==> config.mk <==
export PLATFORM = sky130hd
export DESIGN_NAME = fifo_rptr_empty
export DESIGN_NICKNAME = d
export VERILOG_FILES = /design/src/rtl/fifo_rptr_empty.sv
export SDC_FILE = /design/constraint.sdc
export NUM_CORES = 1
export LEC_CHECK = 0
export CORE_UTILIZATION = 55
export CTS_BUF_LIST = sky130_fd_sc_hd__clkbuf_4 sky130_fd_sc_hd__clkbuf_8
export CTS_CLUSTER_SIZE = 16
export DETAILED_ROUTE_END_ITERATION = 10
export MAX_ROUTING_LAYER = met4
export PLACE_DENSITY = 0.91
export RECOVER_POWER = 100
export REMOVE_ABC_BUFFERS = 1
export SYNTH_ARGS = -nofsm -noshare
export SYNTH_HDL_FRONTEND = slang
export SYNTH_SLANG_ARGS = --single-unit
==> constraint.sdc <==
create_clock -name clk -period 4.7 [get_ports clk]
set_clock_uncertainty 0.1 [all_clocks]
set_input_delay 1.41 -clock clk [delete_from_list [all_inputs] [get_ports clk]]
set_output_delay 1.41 -clock clk [all_outputs]
set_load 0.005 [all_outputs]
==> src/rtl/fifo_rptr_empty.sv <==
// Read-side pointer and empty/level logic for a dual-clock FIFO.
// Brings the write-domain gray pointer into the read clock domain through a
// 2-flop synchroniser. Keeps the read pointer in both binary and gray form and
// derives a registered empty flag and a registered fill level from them.
//
// Ports:
//   clk        read-domain clock, rising edge
//   reset_n    synchronous active-low reset
//   rinc       read request; ignored while empty is high
//   wptr_gray  write pointer (gray), asynchronous to clk
//   rptr_gray  registered read pointer (gray), sent to the write domain
//   raddr      registered RAM read address (low ADDRSIZE bits of rbin)
//   empty      registered FIFO-empty flag
//   rlevel     registered number of entries available, 0..2^ADDRSIZE
module fifo_rptr_empty #(
  parameter int unsigned ADDRSIZE = 4
) (
  input  logic                clk,
  input  logic                reset_n,
  input  logic                rinc,
  input  logic [ADDRSIZE:0]   wptr_gray,
  output logic [ADDRSIZE:0]   rptr_gray,
  output logic [ADDRSIZE-1:0] raddr,
  output logic                empty,
  output logic [ADDRSIZE:0]   rlevel
);

  logic [ADDRSIZE:0] wq1;
  logic [ADDRSIZE:0] wq2;
  logic [ADDRSIZE:0] rbin;
  logic [ADDRSIZE:0] rbin_next;
  logic [ADDRSIZE:0] rgray_next;
  logic [ADDRSIZE:0] wbin_s;
  logic              rd;

  // The registered empty gates the read, so no request can pass the last word.
  assign rd = rinc & ~empty;

  always_comb begin
    rbin_next  = rbin + {{ADDRSIZE{1'b0}}, rd};
    rgray_next = (rbin_next >> 1) ^ rbin_next;
  end

  // Gray to binary: each bit is the XOR of gray bits from itself up to the MSB.
  always_comb begin
    wbin_s = '0;
    for (int unsigned i = 0; i <= ADDRSIZE; i++) begin
      wbin_s[i] = ^(wq2 >> i);
    end
  end

  always_ff @(posedge clk) begin
    if (!reset_n) begin
      wq1 <= '0;
      wq2 <= '0;
    end else begin
      wq1 <= wptr_gray;
      wq2 <= wq1;
    end
  end

  always_ff @(posedge clk) begin
    if (!reset_n) begin
      rbin      <= '0;
      rptr_gray <= '0;
      raddr     <= '0;
      empty     <= 1'b1;
      rlevel    <= '0;
    end else begin
      rbin      <= rbin_next;
      rptr_gray <= rgray_next;
      raddr     <= rbin_next[ADDRSIZE-1:0];
      // Compared against the pre-edge wq2: a concurrent write can only make
      // empty pessimistic, never falsely clear it.
      empty     <= (rgray_next == wq2);
      rlevel    <= wbin_s - rbin_next;
    end
  end

endmodule

==> Word level (Yosys, flattened, before mapping) <==
Cells that the tools add are included.
{ "classes": {"addsub": 2, "eq_ne": 1, "bitwise": 3, "n_reduce_logical": 5} }
{ "ops": {"columns": ["operator", "n"], "rows": [
  ["XOR reduction 5 bit", 5],
  ["adder 5 x 1 -> 5 bit", 1],
  ["equality test 5 bit", 1],
  ["subtractor 5 bit", 1],
  ["XOR 4 x 5 -> 5 bit", 1],
  ["bitwise AND 1 bit", 1],
  ["inverter 1 bit", 1]
]} }
{ "totals": {"reg_bits": 30, "in_bits": 8, "word_cells": 18} }

==> Depth between registers and ports, before layout <==
{ "logic_depth": {"ltp_word": 5, "depth_mapped": 11, "mapped_depth_nobuf": 11} }

==> Worst setup path before layout <==
No wires, ideal clock.
{ "synth_path": {"path_kind": "input-to-reg", "start": "in rinc", "end": "reg rlevel[4]", "setup_time_ns": 0.115, "arrival_time_ns": 3.140, "slack_ns": 1.345, "stages": 10, "path_cell_list": "nor2b_1 > ha_1 > ha_1 > xor2_2 > inv_1 > ha_1 > a21o_1 > a21oi_1 > xnor2_1 > and2_1"} }
{ "synth_between": {"elab_chain_len": 3} }
{ "synth_lines": {"columns": ["item", "line_no", "rtl"], "rows": [
  ["start, declared", "20", "input logic rinc,"],
  ["bitwise AND 1 bit", "37", "assign rd = rinc & ~empty;"],
  ["adder 5 x 1 -> 5 bit", "40", "rbin_next = rbin + {{ADDRSIZE{1'b0}}, rd};"],
  ["subtractor 5 bit", "76", "rlevel <= wbin_s - rbin_next;"],
  ["end signal, assigned", "76", null],
  ["end, declared", "25", "output logic [ADDRSIZE:0] rlevel"]
]} }
No other way between the ends.
A chain may end at the register's enable or synchronous reset.

==> Worst setup path after layout <==
Ends and elaborated chain as after synthesis.

==> metrics <==
outcome=completed; # IOs=23; fin. max-slew vios=0; Post-route DRC=0; Final #Nets=144; initial antenna violation count=0; WP buf/inv=2; RSZ-0062 raised after global routing=no; CTS Root Buffer Type=clkbuf_4; largest net degree at the start of global routing=26; post-synthesis compound-gate area fraction=0.0460; Post-Route WL=1870 µm; Max Fclk=0.256 GHz; sequential area share after synthesis=0.460; Initial Utilization=0.611; area grow syn2layout=24.3%; r2r startpoint=wq2[3]$_SDFF_PN0_; hold depth=1; Max Cap Viol=0; Crit-path slowest cell=dlygate4sd3_1; Adder-Cell Fraction of Synth Area=0.0874; # H-tree levels=1; number of distinct library cells after synthesis=23; Leakage=0.611 nW; Pwr per Cell Area=307 mW/mm²; gr ovfl total=0; mux cell area share after synthesis=0; Synth Cell Area=0.00109 mm²; Critical Path RT=4.83 ns; fin util=0.759; commonest cells in the netlist=dfxtp_1, and2_1, xnor2_1, xor2_1, inv_1; crit-path max cell delay=0.53 ns; # resized after CTS=0; Die Ht=46.5 µm; share of post-route cells with drive strength above 1=0.0469; P_sw=0.000105 W; post-synth top area cell=dfxtp_1; Slew HR=0.560; simple logic cell fraction of the synthesized area=0.184; post-route cell area=0.00135 mm²; Initial DRC Count=5; placed cell areas=0.00133 mm²; critical hold path startpoint=wq1[1]$_SDFF_PN0_; routability cong.=0.813; Clk pwr share=0.223; Post-Synth XOR/XNOR Area=0.192; Final Setup Violations=0; Chip Width=46.5 µm; Worst Tran Pin Value=0.658 ns; EDFF count, synth=0; crit end category=flop; Sequential Power Share=0.562; Worst Hold Class=flop to flop; async set-reset flop share out of synthesis=0; dpl hpwl=1400 µm; period utilization=0.830; VDD IR max=0.222 mV; most numerous cell in the Yosys netlist=dfxtp_1; vias post-DR=764; sw frac=0.252; share of the synthesized area in the top cell type=0.460; Die Area=0.00216 mm²; number of diodes=0; Int Pwr=0.000311 W; Hold Path Sink=wq2[1]$_SDFF_PN0_; number of storage elements in the synthesis netlist=25; Period minus WS final=3.90 ns; Reg2Reg Depth=11; area taken by multi-input logic gates=547 µm²; routed vias/inst=4.99; FF/Latch Area=500 µm²; CTS Buf Count=3; fillers=129; r2r setup slk=1.94 ns; Hold Buf Count CTS=0; crit-path max FO=5; global router's overall resource usage=0.204; worst setup path class=input pin to flop; CP Cell Sequence=dlygate4sd3_1, nor2b_1, ha_1, ha_1, xor2_1, inv_1, ha_1, a21o_1, a21oi_1, xnor2_1, and2_0; Mapped Cells=104; crit path DAT=4.03 ns; clock transition at the registers of the reported paths=0.13 ns; Post-synth top flop=dfxtp_1; core box area=0.00178 mm²; largest family of logic cells by synthesized area=XOR/XNOR gates; final hold violations=0; synthesized area per cell=10.5 µm²; global-route wire length before repair=2940 µm; port bufs=22; critical path startpoint category=input pin; post-CTS setup buffers=0; worst-skew pair later-pin latency=0.32 ns; Avg WL per Cell=12.2 µm; Rows=15; Final ANT Viol Nets=0; CP dominant cell by count=ha_1; Comb power frac=0.215; dominant cells by area after synthesis=dfxtp_1, and2_1, xnor2_1; crit-path leading delay family=adder cells; Synth warnings=0; CTS Sinks=25; DRT Pass-1 Iters=4; vias in the first global route=741; Worst R2R End=rlevel[4]$_SDFF_PN0_; CTS tree=done; TNS Setup=0 ns; largest buffer count on any clock path=2
[cell type report]
type | count | share of cell area
clock buffers | 3 | 0.0167
clock inverters | 1 | 0.00370
inverters | 7 | 0.0194
multi-input cells | 70 | 0.404
flip-flops and latches | 25 | 0.370
well taps | 25 | 0.0231
repair buffers | 22 | 0.163
[cell usage in the layout (no fill, tap or decap)]
master and n:
inv_1 7, nand2_1 1, and2_2 1, o21ai_0 1, fa_1 1, clkinv_2 1, clkdlybuf4s50_1 5, a31oi_1 1
o22ai_1 1, nor3_1 1, a21oi_1 2, xor2_1 9, and2_1 12, and3_1 1, and2_0 9, o211ai_1 1
or2b_1 1, dlygate4sd3_1 17, clkbuf_4 3, nand2b_2 1, nor2b_1 4, dfxtp_1 25, xnor2_1 14, nand3_1 1
a21o_1 2, ha_1 6
[state kept, by name (all words and copies together) (netlist names)]
register / count
empty: 1
rlevel: 5
rbin: 5
wq2: 5
rptr_gray: 4
wq1: 5
[how the worst max path moves through the flow]
stage               start                    to  cells past startpoint
finish               rinc  rlevel[4]$_SDFF_PN0_                     11
floorplan            rinc  rlevel[4]$_SDFF_PN0_                     10
detailed placement   rinc  rlevel[4]$_SDFF_PN0_                     11
CTS                  rinc  rlevel[4]$_SDFF_PN0_                     11
global placement     rinc  rlevel[4]$_SDFF_PN0_                     11
global route         rinc  rlevel[4]$_SDFF_PN0_                     11
[power by group through the flow]
stage | clock network (W) | registers, W | logic [W]
floorplan | 0 | 0.000240 | 0.0000502
global placement | 0 | 0.000239 | 0.0000900
detailed placement | 0 | 0.000239 | 0.0000947
CTS | 0.0000954 | 0.000234 | 0.0000967
global route | 0.000106 | 0.000235 | 0.0000998
finish | 0.0000926 | 0.000234 | 0.0000894
[stage by stage]
step	setup slack (ns)	hold slack [ns]	cells	total power [W]
after CTS	1.03	0.351	153	0.000426
after global placement	0.840	0.313	149	0.000329
after global routing	0.751	0.357	153	0.000441
after detailed placement	0.720	0.321	149	0.000334
final	0.798	0.348	153	0.000416
after floorplan	1.35	0.312	102	0.000291
[routing by layer]
| metal | vias up | part of all wire | track usage | wire length (µm) |
|---|---|---|---|---|
| met5 | - | 0 | - | 0 |
| li1 | 376 | - | - | - |
| met1 | 359 | 0.43 | 0.222 | 798 |
| met2 | 24 | 0.52 | 0.356 | 970 |
| met4 | 0 | 0.018 | 0.106 | 34 |
| met3 | 5 | 0.035 | 0.0275 | 66 |
[cells by family after synthesis]
kind of cell               Yosys count
xor gates and xnor gates            23
adders and majority gates            7
AOI/OAI and AO/OA                    8
buffers and inverters                9
and+or+nand+nor                     32
DFF                                 25
Note: power is estimated with default switching activity, not from simulation.
